==> src/rtl/dac_word_sequencer.sv <==
// dac_word_sequencer: per-channel code store and DAC command-word burst generator for a serializer
module dac_word_sequencer #(
  parameter int          NUM_CH       = 8,
  parameter logic [15:0] DEFAULT_CODE = 16'h699A,
  parameter logic [31:0] REF_WORD     = 32'h0800_0001,
  parameter logic [31:0] PD_WORD      = 32'h0400_03FF
) (
  input  logic        clk,
  input  logic        reset,
  input  logic        start,
  input  logic        powerdown_req,
  input  logic        code_wr_en,
  input  logic [2:0]  code_wr_addr,
  input  logic [15:0] code_wr_data,
  output logic        word_valid,
  output logic [31:0] word_data,
  input  logic        word_ready,
  output logic        busy,
  output logic        done
);
  typedef enum logic [2:0] {IDLE, REF, CH, PD, FIN} state_t;
  localparam logic [2:0] LAST = 3'(NUM_CH - 1);
  state_t      state;
  logic [2:0]  ch_idx;
  logic [2:0]  next_idx;
  logic [15:0] codes [NUM_CH];
  logic        xfer;
  // Write-and-update command for channel n: cmd 3, address n, code in the data field
  function automatic logic [31:0] chan_word(input logic [2:0] n, input logic [15:0] c);
    return {8'h03, 1'b0, n, c, 4'h0};
  endfunction
  // Handshake completion and the index of the channel word that follows the current one
  always_comb begin
    xfer     = word_valid & word_ready;
    next_idx = ch_idx + 3'd1;
  end
  // Channel code registers; out-of-range addresses are dropped, writes allowed in any state
  always_ff @(posedge clk) begin
    if (!reset) begin
      for (int i = 0; i < NUM_CH; i++) codes[i] <= DEFAULT_CODE;
    end else if (code_wr_en && int'(code_wr_addr) < NUM_CH) begin
      codes[code_wr_addr] <= code_wr_data;
    end
  end
  // Burst sequencer; word_data is captured on state entry or index advance and held through stalls
  always_ff @(posedge clk) begin
    if (!reset) begin
      state      <= IDLE;
      ch_idx     <= 3'd0;
      word_valid <= 1'b0;
      word_data  <= 32'h0;
      busy       <= 1'b0;
      done       <= 1'b0;
    end else begin
      done <= 1'b0;
      case (state)
        IDLE: begin
          if (powerdown_req) begin
            state      <= PD;
            word_data  <= PD_WORD;
            word_valid <= 1'b1;
            busy       <= 1'b1;
          end else if (start) begin
            state      <= REF;
            word_data  <= REF_WORD;
            word_valid <= 1'b1;
            busy       <= 1'b1;
          end
        end
        REF: begin
          if (xfer) begin
            state     <= CH;
            ch_idx    <= 3'd0;
            word_data <= chan_word(3'd0, codes[0]);
          end
        end
        CH: begin
          if (xfer) begin
            if (ch_idx == LAST) begin
              state      <= FIN;
              word_valid <= 1'b0;
              busy       <= 1'b0;
              done       <= 1'b1;
            end else begin
              ch_idx    <= next_idx;
              word_data <= chan_word(next_idx, codes[next_idx]);
            end
          end
        end
        PD: begin
          if (xfer) begin
            state      <= FIN;
            word_valid <= 1'b0;
            busy       <= 1'b0;
            done       <= 1'b1;
          end
        end
        default: begin
          state  <= IDLE;
          ch_idx <= 3'd0;
        end
      endcase
    end
  end
endmodule

==> config.mk <==
export PLATFORM = sky130hd
export DESIGN_NAME = dac_word_sequencer
export DESIGN_NICKNAME = d
export VERILOG_FILES = /design/src/rtl/dac_word_sequencer.sv
export SDC_FILE = /design/constraint.sdc
export NUM_CORES = 1
export LEC_CHECK = 0
export ABC_AREA = 1
export BUFFER_PORTS_ARGS = -buffer_cell sky130_fd_sc_hd__buf_2
export CAP_MARGIN = 20
export CORE_ASPECT_RATIO = 0.7
export CORE_MARGIN = 2
export CORE_UTILIZATION = 45
export DETAILED_ROUTE_END_ITERATION = 16
export PLACE_DENSITY = 0.73
export SYNTH_ARGS = -nofsm -noshare
export SYNTH_HDL_FRONTEND = slang
export SYNTH_SLANG_ARGS = --single-unit
==> constraint.sdc <==
create_clock -name clk -period 2.2 [get_ports clk]
set_input_delay 0.11 -clock clk [delete_from_list [all_inputs] [get_ports clk]]
set_output_delay 0.11 -clock clk [all_outputs]
set_load 0.01 [all_outputs]
# Word level (Yosys, flattened, before mapping)
# Memories as Yosys holds them, arrays and structs flattened.
# Index checks and enable logic that the tools add are counted.
[op_classes]
addsub = 1
multipliers = 0
n_div = 0
magnitude_cmp = 0
n_eq_ne = 10
shift = 0
muxes = 34
bitwise_logic = 2
reduce_logical = 9
[ops]
columns = ["operator", "count"]
rows = [
  ["32-bit two-way mux", 5],
  ["32-bit one-hot mux with 3 select lines", 1],
  ["3-bit two-way mux", 10],
  ["16-bit two-way mux", 1],
  ["16-bit OR reduction", 1],
  ["5-bit AND reduction", 3],
  ["1-bit two-way mux", 13],
  ["3-bit one-hot mux with 4 select lines", 1],
  ["2-bit != test (second input constant)", 5],
  ["3-bit one-hot mux with 3 select lines", 1],
  ["3-bit by 2-bit equality test with 1-bit output (second input constant)", 2],
  ["3-bit nonzero test", 2],
  ["4-bit AND reduction", 1],
  ["3-bit by 1-bit adder with 3-bit output (second input constant)", 1],
  ["3-bit by 1-bit equality test with 1-bit output (second input constant)", 1],
  ["3-bit equality test (second input constant)", 1],
  ["3-bit zero test", 1],
  ["3-bit != test (second input constant)", 1],
  ["1-bit one-hot mux with 3 select lines", 1],
  ["1-bit one-hot mux with 2 select lines", 1],
  ["2-bit OR reduction", 1],
  ["1-bit bitwise AND", 1],
  ["1-bit NOT", 1],
]
[totals]
reg_bits = 40
latch_bits = 0
ramBits = 128
rom_bits = 0
in_bits = 25
output_inout_bits = 35
elab_cells = 62
memories = 1
[memory_table]
columns = ["name", "words", "word_bits", "read_ports", "rd_clocked_by_memory_dff", "write_ports", "line_no", "source"]
rows = [
  ["codes", 8, 16, 2, 0, 8, "26", "logic [15:0] codes [NUM_CH];"],
]

# Depth between registers and ports, before layout
[depth]
depth_word = 5
depth_mapped = 12
ltp_nobuf = 11

# Worst setup path before layout
# No wires, ideal clock.
[synth_path]
kind = "reg-to-reg"
from = "reg ch_idx[0]"
to = "reg word_data[10]"
setup_time_ps = 113
arrival_ps = 1484
t_required_ps = 2087
slack_ps = 603
path_stages_with_launch = 10
path_buffers = 2
synth_period_minus_slack_ps = 1597
path_cell_list = "dfxtp_1 -> ha_1 -> clkbuf_1 -> inv_1 -> clkbuf_1 -> nand3_1 -> nand3_1 -> nand2_1 -> nor2_1 -> nor2_1"
[synth_via]
elab_chain_cells = 5
word_cells_on_any_way = 8
cone_classes = "add/sub: 1; eq/ne: 2; mux: 3; reduce/logical: 1; memory: 1"
[synth_rtl]
columns = ["item", "line_no", "source"]
rows = [
  ["start, declared", "24", "logic [2:0] ch_idx;"],
  ["start signal, assigned", "85", "ch_idx <= next_idx;"],
  ["3-bit by 1-bit adder with 3-bit output", "35", "next_idx = ch_idx + 3'd1;"],
  ["memory 8 x 16 bit", "n/a", ""],
  ["32-bit two-way mux", "79", "if (ch_idx == LAST) begin"],
  ["32-bit two-way mux", "78", "if (xfer) begin"],
  ["32-bit one-hot mux with 3 select lines", "56", "case (state)"],
  ["end signal, assigned", "74", "word_data <= chan_word(3'd0, codes[0]);"],
  ["end signal, assigned", "86", "word_data <= chan_word(next_idx, codes[next_idx]);"],
  ["end, declared", "16", "output logic [31:0] word_data,"],
]
# Parallel ways exist; a longest one is shown, timed or not. The select of a mux whose other input is x is not followed.
# A chain may end at the register's enable or synchronous reset.

# Worst setup path after layout
[layout_path]
from = "reg ch_idx[0]"
to = "reg word_data[11]"
# The elaborated chain is that of the path after synthesis.

==> metrics.md <==
| Metric | Value |
|---|---|
| Status | finished, final reports clean |
| Final hold vios | 0 |
| Required @ worst endpoint | 2.56 ns |
| RSZ-0062 raised after global routing | no |
| Launch point of the worst reg-to-reg path | ch_idx[0] |
| Yosys reg bits | 159 |
| WS Path Type | flop to flop |
| Final WS setup | 0.1688 ns |
| Die H | 113.2 µm |
| CP max FO | 18 |
| Slowest cell on the critical path | nor2_4 |
| TritonCTS clock tree | built |
| Drt total wl | 18.65 mm |
| Port buffer count | 54 |
| Clock-pin slew on the worst setup and hold paths | 0.06 ns |
| IO Count | 60 |
| PostCTS Resize Cnt | 0 |
| Site Rows | 39 |
| Final Setup Violations | 0 |
| Max cap viols | 0 |
| CTS Buf Count | 17 |
| Final period util | 92.33% |
| Die area | 18100 µm² |
| Starting Density | 46.45% |
| Net Sw Power | 0.003365 W |
| Largest net degree at the start of global routing | 40 |
| Detailed Routing Iterations Pass 1 | 6 |
| First-pass GRT wire length | 30.39 mm |
| Crit path buffers/inverters | 1 |
| Area share of the leading cell type in the synthesized netlist | 50.17% |
| CP startpoint | ch_idx[0] |
| Worst path max stage delay | 0.49 ns |
| Register area share after synthesis | 58.27% |
| M1 WL | 8.683 mm |
| Seq. cell area | 4466 µm² |
| R2R setup slack | 0.17 ns |
| Flop pwr share | 39.4% |
| Hold path cells | 3 |
| Worst hold slack | 0.005055 ns |
| DR WL met2 | 8.384 mm |
| CP Launch Type | flop |
| Post-CTS Hold Buffers | 0 |
| WHS Endpoint | word_data[26] |
| Synth area leaders | edfxtp_1 50%, nand2_1 19%, dfxtp_1 8.1%, nor2_1 5.9%, inv_1 4.3% |
| Distinct cells, synth | 30 |
| Antenna Nets Post-Route | 0 |
| Crit. End Element | flop |
| Fmax | 492.3 MHz |
| Setup TNS | 0 ns |
| Met3 WL | 1.301 mm |
| Fill cells | 1544 |
| Clock network power share | 30.4% |
| Total GRT Usage | 21.62% |
| Post-synth top area cell | edfxtp_1 |
| Sw Share | 35.47% |
| Worst Path Arrival | 2.39 ns |
| Worst reg2reg endpoint | word_data[11] |
| DR vias | 6053 |
| 1st-iter DRT viols | 623 |
| Avg Cell Area, Syn | 8.345 µm² |
| Total core area | 16490 µm² |
| Root buffer selected by CTS | clkbuf_16 |
| Post-CTS setup buffer count | 0 |
| Hold path start | powerdown_req |
| P_leak | 3.999 nW |
| Inserted Diodes | 0 |
| Worst-Margin Slew | 0.5869 ns |
| Logic pwr share | 30.1% |
| Chip width | 160.0 µm |
| Pwr Density | 1082 nW/µm² |
| Netlist Area Pre-Place | 7661 µm² |
| Final count of pins violating max slew | 0 |
| Uppermost layer routed | met4 |
| Place WS | 0.2193 ns |
| Max Root-Sink Buffers | 2 |
| Initial antenna violation count | 0 |
| Htree depth | 4 |
| Final min period | 2.031 ns |
| Clock Sinks | 159 |
| Grt ovf | 0 |
| Multi-input logic area | 2592 µm² |
| Power Internal | 0.006123 W |
| Worst IR Drop VDD | 533.9 µV |
| Mapped Cells | 918 |
| Worst rel slew slack | 60.78% |
| Placed wire-length estimate | 12.57 mm |
| Critical-path cell list | ha_1 > ha_1 > inv_1 > nor2_4 > nand3_1 > nand2_1 > nor2_1 > nor2_1 |
| GP Congestion | 0.8810 |
| Worst reg-to-reg path cell count | 8 |
| Layout area overhead | 14.50% |
| Number of global-route vias before repair | 5798 |
| Share of cells above drive strength 1 | 14.76% |
| Worst min-delay path class | input port to flop |
| Nets | 1010 |
| # DRC | 0 |
| Routed len/inst | 15.28 µm |
| Worst skew pair latency | 0.42 ns |
| Final setup skew | 0.008119 ns |
| Critical path's top delay family | simple AND/OR/NAND/NOR gates |
| Mean number of vias per cell | 4.957 |
| Synth warn | 0 |
==> cells by family (layout without fill, tap and decap cells) <==
group	after synthesis	count (layout)	synth area share, %
other cells	1	5	0.04895
buf+inv	140	214	8.084
fa+ha+maj	2	2	0.3266
compound gates	12	12	0.8819
simple gates	604	604	32.39
flops	159	159	58.27
==> worst max path at each step <==
stage / end / slack, ns / depth (start not counted)
after floorplan: word_data[10] / 0.60 / 9
after global placement: word_data[11] / 0.25 / 8
after detailed placement: word_data[11] / 0.22 / 8
after CTS: word_data[11] / 0.20 / 8
after global routing: word_data[11] / 0.11 / 8
final: word_data[11] / 0.17 / 8
==> layer usage <==
metal  GRT usage (%)  vias to the layer above
li1                -                     2977
met1           30.75                     2806
met2           34.37                      240
met3           3.592                       30
met4           6.486                        0
met5               0                        -
==> worst register-to-register path: stages, from the launching register on <==
cell and delay, ns:
dfxtp_2 0.32, ha_1 0.19, ha_1 0.34, inv_1 0.10, nor2_4 0.49, nand3_1 0.26, nand2_1 0.14, nor2_1 0.06
nor2_1 0.08
==> Yosys cell counts, drive strengths merged <==
library cell / n
clkbuf: 8
ha: 2
clkinv: 3
o21a: 1
buf: 32
nor3: 2
dfxtp: 31
a21oi: 5
or2: 1
conb: 1
inv: 97
nand4: 1
nand2: 396
nor2: 136
o21bai: 2
nand3: 68
o21ai: 4
edfxtp: 128
==> cell usage in the layout, fill, tap and decap left out, types with 4 or more instances in the layout <==
cell        count
buf_4          28
nor2_4          5
conb_1          5
edfxtp_1      128
nor2_2          9
clkinv_1        4
inv_1          86
dfxtp_1        30
nand3_1        65
nand2_1       391
clkinvlp_4      5
a21oi_1         5
clkbuf_16      17
inv_2          10
nor2_1        121
o21ai_0         4
buf_2          54
==> registers in the layout (all words and copies together), names as in the netlist <==
name / count
codes: 128
ch_idx: 3
state: 3
done: 1
busy: 1
word_data: 23
==> through the flow <==
| step | cell area, µm² | utilization, % | power (W) | cells |
|---|---|---|---|---|
| finish | 8772 | 53.19 | 0.009488 | 1221 |
| global placement | 8198 | 49.70 | 0.006565 | 1189 |
| detailed placement | 8198 | 49.70 | 0.006608 | 1189 |
| floorplan | 7676 | - | 0.005870 | 922 |
| global route | 8772 | 53.19 | 0.01004 | 1221 |
| CTS | 8772 | 53.19 | 0.009480 | 1221 |
==> layout make-up <==
type,count,share of cell area [%]
sequential,159,50.91
multi-input combinational,623,29.55
timing repair buffer,82,5.477
clock buffer,19,4.935
inverter,100,4.308
tap,225,3.209
clock inverter,13,1.612
==> power by group through the flow <==
stage               logic [W]  clock network (W)  registers, W
CTS                   0.00283            0.00291       0.00374
finish                0.00286            0.00289       0.00374
global route          0.00322            0.00304       0.00377
detailed placement    0.00280                  0       0.00380
global placement      0.00277                  0       0.00380
floorplan             0.00204                  0       0.00383
Power figures use the tool's default switching activity.
